`src/rtl/trdb_filter_ranges.sv`:
```
// rtl/trdb_filter_ranges.sv - instruction-trace qualification filter with window/trigger address comparators
module trdb_filter_ranges #(
    parameter int XLEN     = 32,
    parameter int N_RANGES = 4,
    parameter int PRIV_W   = 2
) (
    input  logic                       clk_i,
    input  logic                       rst_i,
    input  logic                       trace_activated_i,
    input  logic                       apply_filters_i,
    input  logic                       iaddr_valid_i,
    input  logic [XLEN-1:0]            iaddr_i,
    input  logic [PRIV_W-1:0]          priv_lvl_i,
    input  logic                       trace_selected_priv_i,
    input  logic [PRIV_W-1:0]          which_priv_i,
    input  logic [N_RANGES-1:0]        range_en_i,
    input  logic [N_RANGES-1:0]        range_mode_i,
    input  logic [N_RANGES-1:0]        range_stop_deact_i,
    input  logic [N_RANGES*XLEN-1:0]   range_lower_i,
    input  logic [N_RANGES*XLEN-1:0]   range_higher_i,
    output logic                       trace_range_match_o,
    output logic                       trace_priv_match_o,
    output logic                       trace_qualified_o,
    output logic                       trace_req_deactivate_o,
    output logic [N_RANGES-1:0]        trigger_active_o
);

    logic [N_RANGES-1:0] active_q;
    logic [N_RANGES-1:0] active_d;
    logic [N_RANGES-1:0] start_hit;
    logic [N_RANGES-1:0] stop_hit;
    logic [N_RANGES-1:0] chan_hit;
    logic [N_RANGES-1:0] deact_hit;

    logic range_match;
    logic priv_match;
    logic qualified;
    logic req_deact;

    for (genvar k = 0; k < N_RANGES; k++) begin : g_chan
        logic [XLEN-1:0] lo;
        logic [XLEN-1:0] hi;
        logic            win_hit;
        logic            clear;

        assign lo      = range_lower_i[k*XLEN +: XLEN];
        assign hi      = range_higher_i[k*XLEN +: XLEN];
        // Swapped bounds fall out naturally: no address satisfies both compares.
        assign win_hit = (lo <= iaddr_i) && (iaddr_i <= hi);

        assign start_hit[k] = iaddr_valid_i && (iaddr_i == lo);
        assign stop_hit[k]  = iaddr_valid_i && (iaddr_i == hi);

        assign chan_hit[k]  = range_en_i[k] &&
                              (range_mode_i[k] ? (active_q[k] || start_hit[k]) : win_hit);

        assign deact_hit[k] = range_en_i[k] && range_mode_i[k] &&
                              range_stop_deact_i[k] && stop_hit[k];

        // Clear beats stop, stop beats start, so start==stop traces a single instruction.
        assign clear       = !range_en_i[k] || !range_mode_i[k] || !trace_activated_i;
        assign active_d[k] = clear        ? 1'b0 :
                             stop_hit[k]  ? 1'b0 :
                             start_hit[k] ? 1'b1 : active_q[k];
    end

    assign range_match = (range_en_i == '0) || (|chan_hit);
    assign priv_match  = !trace_selected_priv_i || (priv_lvl_i == which_priv_i);
    assign qualified   = iaddr_valid_i && trace_activated_i &&
                         (!apply_filters_i || (range_match && priv_match));
    assign req_deact   = iaddr_valid_i && trace_activated_i && (|deact_hit);

    always_ff @(posedge clk_i) begin
        if (rst_i) begin
            active_q               <= '0;
            trace_range_match_o    <= 1'b0;
            trace_priv_match_o     <= 1'b0;
            trace_qualified_o      <= 1'b0;
            trace_req_deactivate_o <= 1'b0;
        end else begin
            active_q               <= active_d;
            trace_qualified_o      <= qualified;
            trace_req_deactivate_o <= req_deact;
            // Match flags describe the last retired instruction, so they hold across gaps.
            if (iaddr_valid_i) begin
                trace_range_match_o <= range_match;
                trace_priv_match_o  <= priv_match;
            end
        end
    end

    assign trigger_active_o = active_q;

endmodule

```
`config.mk`:
```
export PLATFORM = sky130hd
export DESIGN_NAME = trdb_filter_ranges
export DESIGN_NICKNAME = d
export VERILOG_FILES = /design/src/rtl/trdb_filter_ranges.sv
export SDC_FILE = /design/constraint.sdc
export NUM_CORES = 1
export LEC_CHECK = 0
export ABC_CLOCK_PERIOD_IN_PS = 6200
export CAP_MARGIN = 15
export CORE_AREA = 2 2 123 125
export CTS_CLUSTER_DIAMETER = 40
export DETAILED_ROUTE_END_ITERATION = 8
export DIE_AREA = 0 0 125 127
export PLACE_DENSITY = 0.88
export SLEW_MARGIN = 10
export SYNTH_ARGS = -nofsm -noshare
export SYNTH_HDL_FRONTEND = slang
export SYNTH_SLANG_ARGS = --single-unit
```
`constraint.sdc`:
```
create_clock -name clk_i -period 6.2 [get_ports clk_i]
set_clock_uncertainty 0.2 [all_clocks]
set_input_delay 1.86 -clock clk_i [delete_from_list [all_inputs] [get_ports clk_i]]
set_output_delay 1.86 -clock clk_i [all_outputs]
set_load 0.02 [all_outputs]
```
# --- Word-level counts from Yosys, hierarchy flattened ---
# Cells that the tools add are included.
totals:
  ff_bits: 8
  inputBits: 310
  elab_cells: 94
classes:
  n_lt_le_gt_ge: 8
  eq_ne: 9
  muxes: 4
  n_reduce_logical: 65
op_table:
  columns: ["operator", "count"]
  rows:
  - ["== test 32 bit", 8]
  - ["less-or-equal comparator 32 bit", 8]
  - ["logical AND 1 bit", 32]
  - ["logical OR 1 bit", 15]
  - ["OR reduction 3 bit", 4]
  - ["logical NOT 1 bit", 11]
  - ["OR reduction 4 bit", 2]
  - ["logical NOT 4 bit", 1]
  - ["two-way mux 1 bit", 4]
  - ["== test 2 bit", 1]

# --- Depth between registers and ports, before layout ---
depth:
  depth_word: 10
  depth_mapped: 10

# --- Worst setup path before layout ---
# Ideal clock, no wire load.
synth_timing:
  path_type: "input port to flip-flop"
  start: "in iaddr_i[19]"
  end: "reg trace_range_match_o"
  setup_ns: 0.086
  arrival_ns: 3.807
  path_slack_ns: 2.108
  stages: 10
  path_buffers: 0
  path_cell_list: "inv_1 ha_1 a21oi_2 o21ai_1 a221o_1 a2111oi_2 a21oi_1 o41ai_2 nor4_1 a211oi_1"
synth_via:
  elab_chain_len: 7
  word_cells_on_any_way: 34
synth_rtl:
  columns: ["element", "line_no", "text"]
  rows:
  - ["start: declaration", "12", "input logic [XLEN-1:0] iaddr_i,"]
  - ["branches (longest 5 deep; another with less-or-equal comparator 32 bit)", null, null]
  - ["OR reduction 4 bit (*)", "67", "assign range_match = (range_en_i == '0) || (|chan_hit);"]
  - ["logical OR 1 bit (*)", "67", null]
  - ["end signal: assignment", "86", "trace_range_match_o <= range_match;"]
  - ["end: declaration", "21", "output logic trace_range_match_o,"]
# Mark *: on every way between the ends.
# A chain may end at the register's enable or synchronous reset.

# --- Final worst setup path ---
layout_timing:
  start: "in iaddr_i[31]"
  end: "reg trace_range_match_o"
# The elaborated chain is that of the path after synthesis.

==> results.env <==
CLKSINKCOUNT=8
OUTCOME='finished, final reports clean'
FINAL_MIN_PERIOD_OVER_CLOCK_PERIOD=0.818
SETUP_REPAIR_AFTER_GLOBAL_ROUTING_MISSED_ITS_MARGIN='false'
TIMING.CRITICAL_PATH.FROM_TYPE='input port'
NUM-NETS-FINAL=1736
REG2REG_FROM='trigger_active_o[0]'
DRC=0
SYN_AREA_SQ_UM=6570
CLOCK_TREE.HTREE_LEVEL_COUNT=1
YS_DOMINANT_REG_CELL='sky130_fd_sc_hd__dfxtp_1'
TOTALPOWERFINAL_mW=0.772
DETAILED_PLACE.AREA_SQ_UM=9960
CRIT_CHAIN='clkdlybuf4s50_1, ha_1, and4_1, nand4_1, nor4_1, nand3_1, o21ai_0, o211a_1, nor4_1, a211oi_1'
MAXCLOCKFREQUENCY_MHz=197
CTS_INSERTED_BUFFERS=3
FP.DIEW_UM=125
GRT_FIRST_PASS_WIRELENGTH_MM=37.8
WORSTHOLDPATHCELLS=2
LARGEST_NET_DEGREE_AT_THE_START_OF_GLOBAL_ROUTING=12
TIMING_WORST_SETUP_PATH_TYPE='in2reg'
PRECTSSETUPSLACK_PS=987
PLACE_CONGESTION=0.987
VIASPERCELL=5.61
TOTAL_GRT_USAGE=0.292
LEAK_nW=5.16
CRITICAL_PATH_PEAK_FANOUT=5
GRT_ANTENNA_BEFORE_REPAIR=1
TIMING.REG2REG.WORST_PATH_DEPTH=6
PWR_DENSITY_CELL_nW_PER_UM2=76.9
TNS_PS=0
AREA_DELTA_SYNTH_FINAL_PCT=53.0
REGTOREGENDPOINT='trace_qualified_o'
IO_PINS=318
CRIT_FAMILY='simple AND/OR/NAND/NOR gates'
LAYOUT.AREA.SEQ_SQ_UM=160
SYNTHESIS.AREA_PER_INSTANCE_SQ_UM=7.73
TOTAL_SETUP_VIOLATIONS_REPORTED_AT_THE_END_OF_THE_FLOW=0
SYNTH_CELLS=849
REGTOREGSETUPSLACK_PS=4600
CLOCKROOTBUFFER='sky130_fd_sc_hd__clkbuf_16'
FINAL_WORST_PATH_PERIOD_NEED_PS=5070
HP-START='trace_range_match_o'
DIE_OUTLINE_AREA_SQ_UM=15900
CTS_HOLD_BUF=0
SYNTH_TOP_CELLS_BY_AREA='sky130_fd_sc_hd__ha_1, sky130_fd_sc_hd__inv_1, sky130_fd_sc_hd__a21oi_1, sky130_fd_sc_hd__a21o_1, sky130_fd_sc_hd__nand4_1'
FILLERINSTANCES=1176
MULTI_INPUT_AREA_SQ_UM=5770
SYNTH-ASYNC-RESET-RATIO=0
SYNTH.DISTINCT_CELLS=54
HOLD_VIOLATION_TOTAL_FROM_THE_FINAL_REPORT=0
SYN_NETS=1415
PATH_COMMON_CELL='sky130_fd_sc_hd__nor4_1'
NUMBER_OF_FLOPS_MAPPED_TO_ENABLE_CELLS_BY_YOSYS=0
LAYOUT.CELL_AREA.NON_FILLER_SQ_UM=10000
SETUP_WS_PS=1130
IR_WORST_VDD_V=0.0000657
POST_DRT_WL_PER_CELL_UM=17.8
DIE_Y_UM=127
POSTCTSSETUPREPAIRBUFS=0
MAX_CAP_VIOL_COUNT=0
CLKLATENCYLATEPIN_PS=230
CLOCK_PATH_BUFFERS=2
CRITPATHARRIVALTIME_PS=5020
DP_HPWL_MM=22.2
DETAIL-ROUTE-ANTENNA-NETS=0
TIMING_WORST_SLEW_PIN_VALUE_PS=771
CTS_REPAIR_RESIZE_COUNT=0
TIMING.CRITICAL_PATH.SLOWEST_CELL_DELAY_PS=630
MAXSLEWHEADROOM=0.479
SYNTH.LARGEST_AREA_CELL='sky130_fd_sc_hd__ha_1'
SYNTH-SEQ-CELLS=8
FINAL_MAX_SLEW_VIOL_COUNT=0
SEQ_AREA_FRAC_SYNTH=0.0244
MIN_TO='trace_range_match_o'
TIMING.CRITICAL_PATH.BUF_INV=1
PORTBUFFERS=317
TIMING.HOLD.WORST.CLASS='reg2reg'
CLOCK_TRANSITION_TIME_AT_THE_FLIP_FLOP_CLOCK_PINS_OF_THE_WORST_SETUP_AND_HOLD_PATHS_PS=40
FLOORPLAN.INITIALDENSITY=0.455
YOSYSWARNINGCOUNT=0
ROUTE.FINAL.WIRE_LENGTH_MM=24.1
GR-TOTAL-OVERFLOW=0
DR.PASS1.ITERS=7
SYNTH_TOP_AREA_SHARE=0.488
NUM_VIAS=7587
CRITPATHREQUIREDTIME_PS=6150
FIRST_GLOBAL_VIAS=7871
DRT_ITER0_DRC=309
DRIVE_ABOVE_1_SHARE=0.0128
FP.COREAREA_SQ_UM=14400
CP-END-KIND='register'
PLACEMENT_ROWS=44
CP_SLOWEST_CELL='sky130_fd_sc_hd__nor4_1'
TRITONCTS='yes'
[worst max path at each step]
stage                     slack, ps  cells after the start        start                   to
after floorplan                2110                     10  iaddr_i[19]  trace_range_match_o
after global placement          980                     10  iaddr_i[29]  trace_range_match_o
after detailed placement        990                     10  iaddr_i[30]  trace_range_match_o
after CTS                      1200                     10  iaddr_i[30]  trace_range_match_o
after global routing            980                     10  iaddr_i[30]  trace_range_match_o
final                          1130                     10  iaddr_i[31]  trace_range_match_o
[where the power goes]
| group | leakage (nW) | internal [mW] | switching, mW |
|---|---|---|---|
| registers | 0.0650 | 0.0531 | 0.000607 |
| logic | 5.06 | 0.340 | 0.270 |
| clock network | 0.0370 | 0.0832 | 0.0254 |
| total | 5.16 | 0.476 | 0.296 |
[worst register-to-register path, cell delays in order (launching register included)]
cell and delay [ps]:
sky130_fd_sc_hd__dfxtp_1 320, sky130_fd_sc_hd__a41o_1 220, sky130_fd_sc_hd__nand3_1 110, sky130_fd_sc_hd__and4_4 220
sky130_fd_sc_hd__o41ai_2 70, sky130_fd_sc_hd__o41ai_1 230, sky130_fd_sc_hd__a21oi_1 100
[cells in the final DEF (no fill, tap or decap), types with 3 or more instances in the layout]
cell and n:
sky130_fd_sc_hd__clkdlybuf4s50_1 317, sky130_fd_sc_hd__nand4_1 48, sky130_fd_sc_hd__a221o_1 5, sky130_fd_sc_hd__a21boi_0 5
sky130_fd_sc_hd__a221oi_1 6, sky130_fd_sc_hd__nand2_1 40, sky130_fd_sc_hd__a211oi_1 10, sky130_fd_sc_hd__nor3_1 7
sky130_fd_sc_hd__nor2_1 14, sky130_fd_sc_hd__or2_2 3, sky130_fd_sc_hd__inv_1 168, sky130_fd_sc_hd__and4_1 14
sky130_fd_sc_hd__o21a_1 3, sky130_fd_sc_hd__clkbuf_16 3, sky130_fd_sc_hd__nor2b_1 11, sky130_fd_sc_hd__o21ai_0 23
sky130_fd_sc_hd__dfxtp_1 8, sky130_fd_sc_hd__nor4_1 8, sky130_fd_sc_hd__a21oi_1 95, sky130_fd_sc_hd__o211ai_1 11
sky130_fd_sc_hd__o31ai_1 4, sky130_fd_sc_hd__ha_1 256, sky130_fd_sc_hd__nand2b_1 3, sky130_fd_sc_hd__a21o_1 40
sky130_fd_sc_hd__nand3_1 25, sky130_fd_sc_hd__a31oi_1 3, sky130_fd_sc_hd__a2111o_1 3
[cells in the mapped netlist, types with 2 or more instances]
| cell | count |
|---|---|
| sky130_fd_sc_hd__a2111o_1 | 3 |
| sky130_fd_sc_hd__nand4_1 | 48 |
| sky130_fd_sc_hd__nor2b_1 | 11 |
| sky130_fd_sc_hd__nor4b_1 | 2 |
| sky130_fd_sc_hd__o22a_1 | 2 |
| sky130_fd_sc_hd__nor4bb_1 | 2 |
| sky130_fd_sc_hd__a211oi_1 | 10 |
| sky130_fd_sc_hd__xor2_1 | 2 |
| sky130_fd_sc_hd__nand2_1 | 40 |
| sky130_fd_sc_hd__o21ai_1 | 2 |
| sky130_fd_sc_hd__ha_1 | 256 |
| sky130_fd_sc_hd__o41ai_1 | 2 |
| sky130_fd_sc_hd__nor3_1 | 7 |
| sky130_fd_sc_hd__a21boi_0 | 5 |
| sky130_fd_sc_hd__o21a_1 | 3 |
| sky130_fd_sc_hd__a21oi_1 | 95 |
| sky130_fd_sc_hd__nor2_1 | 14 |
| sky130_fd_sc_hd__nor4_1 | 8 |
| sky130_fd_sc_hd__nand3_1 | 25 |
| sky130_fd_sc_hd__or2_2 | 3 |
| sky130_fd_sc_hd__nand2b_1 | 3 |
| sky130_fd_sc_hd__a31oi_1 | 3 |
| sky130_fd_sc_hd__a221o_1 | 5 |
| sky130_fd_sc_hd__o31ai_1 | 4 |
| sky130_fd_sc_hd__dfxtp_1 | 8 |
| sky130_fd_sc_hd__inv_1 | 168 |
| sky130_fd_sc_hd__o21ai_0 | 23 |
| sky130_fd_sc_hd__o211ai_1 | 11 |
| sky130_fd_sc_hd__o211a_1 | 2 |
| sky130_fd_sc_hd__a21o_1 | 40 |
| sky130_fd_sc_hd__and4_1 | 14 |
| sky130_fd_sc_hd__a221oi_1 | 6 |
[layer usage]
| metal | vias up | wire, um | global-route usage | share of wire |
|---|---|---|---|---|
| met3 | 73 | 1680 | 0.0448 | 0.070 |
| met4 | 0 | 1080 | 0.119 | 0.045 |
| met1 | 3364 | 9470 | 0.321 | 0.39 |
| met2 | 341 | 11900 | 0.558 | 0.49 |
| li1 | 3809 | - | - | - |
| met5 | - | 0 | 0 | 0 |
[layout make-up]
class | instances | area share
multi-input combinational | 672 | 0.575
timing repair buffer | 317 | 0.316
inverter | 168 | 0.0628
tap | 184 | 0.0229
sequential | 8 | 0.0159
clock buffer | 3 | 0.00748
antenna | 1 | 0.000249
[cells by family (layout without fill, tap and decap cells)]
logic type	Yosys count	after routing	synth area share
other	0	1	0
AND/OR/NAND/NOR	186	186	0.162
multiplexers	1	1	0.00152
flip-flops	8	8	0.0244
adder cells (fa/ha/maj)	256	256	0.488
AO/OA/AOI/OAI	227	227	0.225
buffers and inverters	169	488	0.0966
XOR/XNOR	2	2	0.00267
[per-stage QoR]
stage / hold WS, ps / std cells / util
after floorplan: 352 / 849 / -
after global placement: 281 / 1349 / 0.691
after detailed placement: 308 / 1349 / 0.691
after CTS: 310 / 1352 / 0.696
after global routing: 321 / 1353 / 0.696
final: 313 / 1353 / 0.696
[sequential cells by signal, indices dropped and copies added, names as in the netlist]
name,cells
trace_req_deactivate_o,1
trace_priv_match_o,1
trigger_active_o,4
trace_range_match_o,1
trace_qualified_o,1
(Power assumes the default switching activity.)
